$ cat src/rtl/feedback_pkg.sv
// Shared types and helpers for feedback_pulse_generator.
package feedback_pkg;

  typedef enum logic [1:0] {
    IDLE = 2'd0,
    ON   = 2'd1,
    GAP  = 2'd2
  } fb_state_t;

  function automatic logic [31:0] ms_to_cycles(input int unsigned clk_freq,
                                               input int unsigned ms);
    return (clk_freq / 32'd1000) * ms;
  endfunction

endpackage

$ cat src/rtl/tone_divider.sv
// Square-wave generator for passive piezo drive; output is registered,
// restarts high on clear and is forced low while disabled.
module tone_divider #(
  parameter int unsigned HALF_CYCLES = 1
) (
  input  logic clk,
  input  logic reset,
  input  logic enable,
  input  logic clear,
  output logic tone
);

  localparam logic [31:0] HALF_LAST = HALF_CYCLES - 32'd1;

  logic [31:0] half_cnt;

  if (HALF_CYCLES == 0) begin : g_bad_half
    $error("tone_divider: HALF_CYCLES must be >= 1");
  end

  always_ff @(posedge clk or negedge reset) begin
    if (!reset) begin
      half_cnt <= '0;
      tone     <= 1'b0;
    end else if (clear) begin
      half_cnt <= '0;
      tone     <= 1'b1;
    end else if (enable) begin
      if (half_cnt == HALF_LAST) begin
        half_cnt <= '0;
        tone     <= ~tone;
      end else begin
        half_cnt <= half_cnt + 32'd1;
      end
    end else begin
      half_cnt <= '0;
      tone     <= 1'b0;
    end
  end

endmodule

$ cat src/rtl/feedback_pulse_generator.sv
// Stretches event strobes into fixed ON/GAP pulses with a saturating replay queue.
// Define FEEDBACK_TONE_EN to drive a square-wave tone during ON instead of a level.
module feedback_pulse_generator
  import feedback_pkg::*;
#(
  parameter int unsigned CLK_FREQ    = 40_000_000,
  parameter int unsigned ON_TIME_MS  = 100,
  parameter int unsigned GAP_TIME_MS = 100,
  parameter int unsigned PEND_W      = 3,
  parameter int unsigned TONE_HZ     = 2000
) (
  input  logic              clk,
  input  logic              reset,
  input  logic              event_pulse,
  input  logic              clr_overflow,
  output logic              beep_out,
  output logic              busy,
  output logic [PEND_W-1:0] pending,
  output logic              overflow
);

  localparam logic [31:0] ON_LAST  = ms_to_cycles(CLK_FREQ, ON_TIME_MS) - 32'd1;
  localparam logic [31:0] GAP_LAST = ms_to_cycles(CLK_FREQ, GAP_TIME_MS) - 32'd1;
  localparam logic [PEND_W-1:0] PEND_MAX = '1;

  if (ON_TIME_MS == 0 || GAP_TIME_MS == 0 || TONE_HZ == 0) begin : g_bad_params
    $error("feedback_pulse_generator: ON_TIME_MS, GAP_TIME_MS and TONE_HZ must be >= 1");
  end

  fb_state_t         state, state_next;
  logic [31:0]       cnt, cnt_next;
  logic [PEND_W-1:0] pend_next;
  logic              dec;
  logic              ovf_set;

  always_comb begin
    state_next = state;
    cnt_next   = cnt + 32'd1;
    dec        = 1'b0;
    pend_next  = pending;
    ovf_set    = 1'b0;

    unique case (state)
      IDLE: begin
        cnt_next = '0;
        if (event_pulse) state_next = ON;
      end
      ON: begin
        if (cnt == ON_LAST) begin
          state_next = GAP;
          cnt_next   = '0;
        end
      end
      GAP: begin
        if (cnt == GAP_LAST) begin
          cnt_next = '0;
          if (pending != '0 || event_pulse) begin
            state_next = ON;
            dec        = 1'b1;
          end else begin
            state_next = IDLE;
          end
        end
      end
      default: begin
        state_next = IDLE;
        cnt_next   = '0;
      end
    endcase

    // An event coinciding with a replay cancels out, which also covers the
    // GAP-end event with an empty queue being consumed directly.
    if (state != IDLE) begin
      if (event_pulse && !dec) begin
        if (pending == PEND_MAX) ovf_set = 1'b1;
        else                     pend_next = pending + PEND_W'(1);
      end else if (!event_pulse && dec) begin
        pend_next = pending - PEND_W'(1);
      end
    end
  end

  always_ff @(posedge clk or negedge reset) begin
    if (!reset) begin
      state    <= IDLE;
      cnt      <= '0;
      pending  <= '0;
      overflow <= 1'b0;
      busy     <= 1'b0;
    end else begin
      state    <= state_next;
      cnt      <= cnt_next;
      pending  <= pend_next;
      overflow <= ovf_set | (overflow & ~clr_overflow);
      busy     <= (state_next != IDLE);
    end
  end

`ifdef FEEDBACK_TONE_EN
  localparam int unsigned HALF_CYCLES = CLK_FREQ / (2 * TONE_HZ);

  tone_divider #(
    .HALF_CYCLES(HALF_CYCLES)
  ) u_tone (
    .clk   (clk),
    .reset (reset),
    .enable(state_next == ON),
    .clear (state_next == ON && state != ON),
    .tone  (beep_out)
  );
`else
  always_ff @(posedge clk or negedge reset) begin
    if (!reset) beep_out <= 1'b0;
    else        beep_out <= (state_next == ON);
  end
`endif

endmodule

$ cat config.mk
export PLATFORM = sky130hd
export DESIGN_NAME = feedback_pulse_generator
export DESIGN_NICKNAME = d
export VERILOG_FILES = /design/src/rtl/feedback_pkg.sv /design/src/rtl/tone_divider.sv /design/src/rtl/feedback_pulse_generator.sv
export SDC_FILE = /design/constraint.sdc
export NUM_CORES = 1
export LEC_CHECK = 0
export CAP_MARGIN = 5
export CELL_PAD_IN_SITES_DETAIL_PLACEMENT = 2
export CELL_PAD_IN_SITES_GLOBAL_PLACEMENT = 2
export CORE_MARGIN = 2
export CORE_UTILIZATION = 43
export CTS_BUF_LIST = sky130_fd_sc_hd__clkbuf_2 sky130_fd_sc_hd__clkbuf_4 sky130_fd_sc_hd__clkbuf_8
export DETAILED_ROUTE_END_ITERATION = 8
export PLACE_DENSITY = 0.91
export SYNTH_ARGS = -nofsm -noshare
export SYNTH_HDL_FRONTEND = slang
export SYNTH_SLANG_ARGS = --single-unit
$ cat constraint.sdc
create_clock -name clk -period 4 [get_ports clk]
set_clock_uncertainty 0.15 [all_clocks]
set_input_delay 1.2 -clock clk [delete_from_list [all_inputs] [get_ports clk]]
set_output_delay 1.2 -clock clk [all_outputs]
set_load 0.005 [all_outputs]
==> key figures, run 1 <==
Power
  – Worst VDD drop: 0.221 mV
  – Part of the power in combinational logic: 27.1%
  – Clock group share of total power: 28.7%
  – P per Cell Area: 487 nW/um^2
  – Net Sw Power: 0.000372 W
  – Sequential power share: 44.2%
  – Leakage: 1.04 nW
  – Sw frac: 32.1%
  – Internal power: 0.000787 W

Synth
  – #FFs+latches synth: 40
  – Post-Syn Nets: 225
  – Yosys warns: 0
  – Number of synthesized flops with an enable pin: 0
  – Sequential-to-total area share from yosys stat: 47.3%
  – Area contributors post-synth: dfrtp_1 (47%), xor2_1 (7.9%), nor2_1 (5.5%), nand2_1 (3.2%), nand3_1 (3.1%)
  – Ys flop type: dfrtp_1
  – Async SR Flop Fraction: 100%
  – Yosys top cell by area: dfrtp_1
  – Cell count after synthesis: 215
  – Post-synthesis xor/xnor area fraction: 10.8%
  – Main combinational cell family by area after synthesis: simple AND/OR/NAND/NOR gates
  – Synth top area share: 47.3%
  – Synthesized area: 2120 um^2
  – Mux contribution to synthesized area: 1.01%
  – Post-Synth Adder-Cell Area: 3.90%
  – Yosys cell types: 40
  – Mapped Avg Cell Area: 9.84 um^2
  – Synth Area in Simple Gates: 27.1%
  – Synth Area in Compound Gates: 7.21%

Timing
  – Hold Violations, Final: 0
  – Hold slack: 0.369 ns
  – RSZ-0062 raised after global routing: no
  – Fmax: 307 MHz
  – Setup Total Neg Slack: 0 ns
  – Final period utilization: 81.4%
  – Final setup margin: 0.743 ns
  – Max-Slew Margin vs Limit: 34.9%
  – Final setup vio count: 0
  – Final Max Tran Viols: 0
  – Worst-margin pin slew: 0.968 ns
  – Tmin final: 3.26 ns

Detailed routing
  – Vias per inst: 5.42
  – DR iter-0 viols: 50
  – Drc violations: 0
  – Routed len/inst: 17.6 um
  – Initial DRT Pass Iterations: 3
  – Routed via count: 1598
  – Routed Antenna Nets: 0
  – Routed wire length: 5210 um

Min path
  – Worst min-delay path class: reg -> reg

Finish
  – N_diodes: 0
  – Fillers: 485
  – Layout area overhead: 12.5%
  – Layout cell share with drive strength beyond 1: 8.77%
  – Fin nets: 237

Floorplanning
  – Die area: 5500 um^2
  – Ports: 10
  – Site row count: 25
  – Die Ht: 74.1 um
  – Initial Util: 44.8%
  – Die width: 74.1 um
  – CORE AREA: 4720 um^2

Placement
  – Gpl congestion: 0.741
  – IO buf count: 9
  – DP Wirelength: 3740 um
  – Pre-CTS WS: 0.426 ns

Global route
  – Wire length of the first global-routing pass: 9140 um
  – GRT Total Usage: 22.4%
  – Vias in the first global route: 1839
  – Grt met3 use: 3.25%
  – Largest net degree at the start of global routing: 41
  – Overflow left after global routing: 0
  – M2 GR Usage: 40.0%
  – GRT Max-Usage Layer: met2
  – Antenna violations before repair: 0
  – Met1 GRT Util: 27.9%

CTS
  – Post-CTS Setup Repair Bufs: 0
  – H-tree levels: 2
  – # resized after CTS: 0
  – Root Driver: clkbuf_8
  – CTS buffer count: 5
  – Cts hold-fix bufs: 0
  – Clk_lat worst skew: 0.29 ns
  – CTS tree: built
  – Clock Path Buffers: 2
  – Clk sinks: 40
  – Register clock-pin slew on the reported worst setup and hold paths: 0.08 ns

Job
  – # Max-Cap Violations: 0

Setup path
  – Critical path startpoint category: input pin
  – Worst Path Max Fanout: 12
  – CP Capture Type: register
  – Req. time, crit path: 4.02 ns
  – Critical path arrival: 3.27 ns
  – Worst Path Class, Setup: in -> reg

Outcome
  – Status: complete, no violations
placed cells by master, fill, tap and decap left out, drive strengths merged, types with 8 or more instances in the layout:
master	count
dfrtp	40
o21ai	8
nor2	31
nand2	18
clkdlybuf4s50	8
xor2	19
nand3	13
and3	8
power groups by stage:
stage,registers [W],clock network (W),logic [W]
2_1_floorplan,0.000507,0,0.000183
3_3_place_gp,0.000514,0,0.000298
3_5_place_dp,0.000522,0,0.000317
4_1_cts,0.000513,0.000341,0.000320
5_1_grt,0.000521,0.000361,0.000360
6_report,0.000513,0.000332,0.000314
state kept, by name, summed over array words and instances (netlist names):
register,count
cnt,32
pending,3
state,2
beep_out,1
busy,1
overflow,1
cell families (layout without fill, tap and decap cells):
family	count (synthesis)	in the layout
xor+xnor	26	26
compound gates	24	24
simple gates	104	104
buf+inv	13	26
mux	2	2
fa+ha+maj	6	6
flops	40	40
worst paths after layout:
path / start / endpoint / slack [ns] / cells past startpoint
min in group asynchronous: reset / state[0]$_DFF_PN0_ / 0.87 / 1
max in group asynchronous: reset / cnt[19]$_DFF_PN0_ / 2.26 / 1
setup reg to reg: cnt[9]$_DFF_PN0_ / pending[1]$_DFFE_PN0P_ / 1.02 / 9
setup / recovery: event_pulse / pending[1]$_DFFE_PN0P_ / 0.74 / 9
hold / removal: cnt[0]$_DFF_PN0_ / cnt[0]$_DFF_PN0_ / 0.37 / 1
hold reg to reg: cnt[0]$_DFF_PN0_ / cnt[0]$_DFF_PN0_ / 0.37 / 1
through the flow:
step	instance area (um^2)	utilization [%]	instances	total power (W)
floorplan	2120	-	215	0.000690
global placement	2270	48.0	287	0.000812
detailed placement	2270	48.0	287	0.000839
CTS	2380	50.4	295	0.00117
global route	2380	50.4	295	0.00124
finish	2380	50.4	295	0.00116
critical path, cell delays in order:
cell and delay, ns:
clkdlybuf4s50_1 0.47, o41ai_1 0.08, or4_4 0.52, nand2_1 0.12, fa_1 0.44, nor2_1 0.11, nor2_1 0.06, a211oi_1 0.21
a221oi_1 0.07
per-layer routing:
layer  vias up  routed length, um  part of all wire (%)
li1        775                  -                     -
met1       811               2290                    44
met2         7               2800                    54
met3         5                 65                   1.2
met4         0                 52                   1.0
met5         -                  0                     0
cells in the mapped netlist (2+ instances only):
cell type,n
dfrtp_1,40
nor2_1,31
xor2_1,19
nand2_1,18
nand3_1,13
o21ai_0,8
a21oi_1,7
and3_1,7
inv_1,7
nand4_1,7
or3_1,7
xnor2_1,7
and4_1,5
ha_1,5
clkbuf_1,4
and2_1,3
nor4_1,2
nor4_2,2
o22ai_1,2
final cells by class:
class	instances	area, um^2	share of cell area [%]
clock buffer	6	76.3	3.21
timing repair buffer	11	100	4.21
tap	67	83.8	3.52
sequential	40	1000	42.1
inverter	7	26.3	1.10
clock inverter	2	35.0	1.47
multi-input combinational	162	1060	44.4
Note: power is estimated with default switching activity, not from simulation.
==> run 2: changes to the inputs <==
Settings changed: CORE_UTILIZATION 43 to 36, PLACE_DENSITY 0.91 to 0.82.
Clock period 4 ns to 2.6 ns, I/O delays scaled along.
==> run 2 against run 1 <==
- the run now ends with negative setup slack left
- worst setup slack lost 0.80 ns
- cell count is 11% higher
- die area grew 18%
- flip-flop and latch count did not move
- sequential share of layout area shrank 4.3 points
- largest power group unchanged
==> key figures, run 2 (synthesis results as in run 1) <==
Global route
  – GRT Total Usage: 21.8%
  – Vias in the first global route: 2035
  – Wire length of the first global-routing pass: 10600 um
  – Antenna violations before repair: 0
  – Overflow left after global routing: 0
  – Largest net degree at the start of global routing: 41

Finish
  – Reg with most FFs: cnt
  – Layout area overhead: 25.4%
  – Fin util: 47.3%
  – Most frequent cells in the layout: dfrtp_1 (39), nor2_1 (31), buf_4 (28)
  – Biggest regs: cnt: 32 flops, pending: 3 flops, state: 2 flops
  – Most common cell after layout, fill and taps aside: dfrtp_1
  – Multi-input logic area: 1100 um^2
  – N_diodes: 0
  – Max reg flops: 32
  – Fillers: 632
  – Fin nets: 265
  – Register area: 1000 um^2
  – Layout cell share with drive strength beyond 1: 21.5%

Power
  – Internal power: 0.00120 W
  – Clock group share of total power: 25.8%
  – Leakage: 1.21 nW
  – P per Cell Area: 680 nW/um^2
  – Net Sw Power: 0.000606 W
  – Sw frac: 33.6%
  – Worst VDD drop: 0.389 mV
  – Sequential power share: 43.0%
  – Part of the power in combinational logic: 31.3%

Detailed routing
  – Routed wire length: 6130 um
  – Drc violations: 0
  – DR iter-0 viols: 62
  – Vias per inst: 5.40
  – Initial DRT Pass Iterations: 4
  – Routed len/inst: 18.7 um
  – Routed via count: 1771
  – Routed Antenna Nets: 0

Setup path
  – Req. time, crit path: 2.63 ns
  – Critical path startpoint category: register
  – CP Launch Point: cnt[12]$_DFF_PN0_
  – Worst Path Max Fanout: 2
  – Worst Path Class, Setup: reg -> reg
  – Critical path arrival: 2.68 ns
  – Reg2reg start: cnt[12]$_DFF_PN0_
  – CP Capture Type: register

Timing
  – Final period utilization: 102%
  – Hold Violations, Final: 0
  – Final Max Tran Viols: 0
  – Max-Slew Margin vs Limit: 70.8%
  – Tmin final: 2.66 ns
  – RSZ-0062 raised after global routing: yes
  – Fmax: 376 MHz
  – Final setup vio count: 1
  – Final setup margin: -0.0582 ns
  – Worst-margin pin slew: 0.434 ns

CTS
  – Clock Path Buffers: 2
  – CTS buffer count: 5
  – Clk_lat worst skew: 0.30 ns
  – H-tree levels: 2
  – Register clock-pin slew on the reported worst setup and hold paths: 0.09 ns
  – Root Driver: clkbuf_8
  – Clk sinks: 40
  – CTS tree: built
  – Post-CTS Setup Repair Bufs: 0

Placement
  – DP Wirelength: 4200 um
  – Pre-CTS WS: -0.460 ns
  – Gpl congestion: 0.767
  – IO buf count: 9

Floorplanning
  – CORE AREA: 5610 um^2
  – Die width: 80.7 um
  – Initial Util: 37.7%
  – Ports: 10
  – Site row count: 27
  – Die Ht: 80.7 um
  – Die area: 6510 um^2

Job
  – # Max-Cap Violations: 0

Min path
  – Worst min-delay path class: in -> async

Outcome
  – Failing checks: negative setup slack
  – Status: finished, violations left
## run 2: cell types whose count changed in the layout (fill, tap and decap cells not counted), moves of 2 or more
cell	change
buf_12	+2
nand2_1	-2
buf_4	+26
nand2_4	+2
## run 2: repair_timing
action                     in CTS  in global routing
setup endpoints to repair       2                  1
hold buffers                    0                  0
pin swaps                       4                  0
resized for setup               4                  0
## run 2: routing by layer
| layer | GRT usage (%) | vias up | part of all wire [%] |
|---|---|---|---|
| met2 | 40.3 | 20 | 54 |
| met4 | 7.12 | 0 | 1.7 |
| met1 | 25.6 | 910 | 42 |
| met3 | 3.48 | 10 | 1.8 |
| li1 | - | 831 | - |
| met5 | 0 | - | 0 |
## run 2: cell type report
class	instances	share of cell area [%]
multi-input combinational	162	41.6
sequential	40	37.8
timing repair buffer	39	12.6
clock buffer	8	3.68
tap	72	3.40
inverter	7	0.991
## run 2: final timing paths
kind                       slack (ns)  cells after the start                endpoint
max                             -0.06                      9  pending[1]$_DFFE_PN0P_
min                              0.28                      2        cnt[2]$_DFF_PN0_
max reg2reg                     -0.06                      9  pending[1]$_DFFE_PN0P_
min reg2reg                      0.41                      1  pending[2]$_DFFE_PN0P_
max in group asynchronous        1.79                      2       cnt[14]$_DFF_PN0_
min in group clk                 0.41                      1  pending[2]$_DFFE_PN0P_
## run 2: power groups by stage
stage	Clock, W	Sequential, W	Combinational (W)
2_1_floorplan	0	0.000781	0.000283
3_3_place_gp	0	0.000774	0.000531
3_5_place_dp	0	0.000781	0.000567
4_1_cts	0.000483	0.000775	0.000577
5_1_grt	0.000505	0.000785	0.000644
6_report	0.000465	0.000775	0.000564
## run 2: metrics by stage
stage	cells	total power (W)	TNS [ns]	instance area [um^2]	hold WS [ns]
6_report	328	0.00180	-0.0582	2650	0.283
3_5_place_dp	320	0.00135	-1.08	2530	0.383
4_1_cts	328	0.00184	-0.0576	2650	0.294
2_1_floorplan	215	0.00106	-0.0301	2140	0.299
5_1_grt	328	0.00193	-0.186	2650	0.305
3_3_place_gp	320	0.00130	-0.842	2530	0.375
## run 2: worst max-delay path, cell delays in order, from the launching register on
cell and delay [ns]:
dfrtp_1 0.40, nor4_2 0.41, nand4_1 0.15, or4_4 0.53, nand2_4 0.08, fa_1 0.40
nor2_1 0.13, nor2_1 0.05, a211oi_1 0.17, a221oi_1 0.07
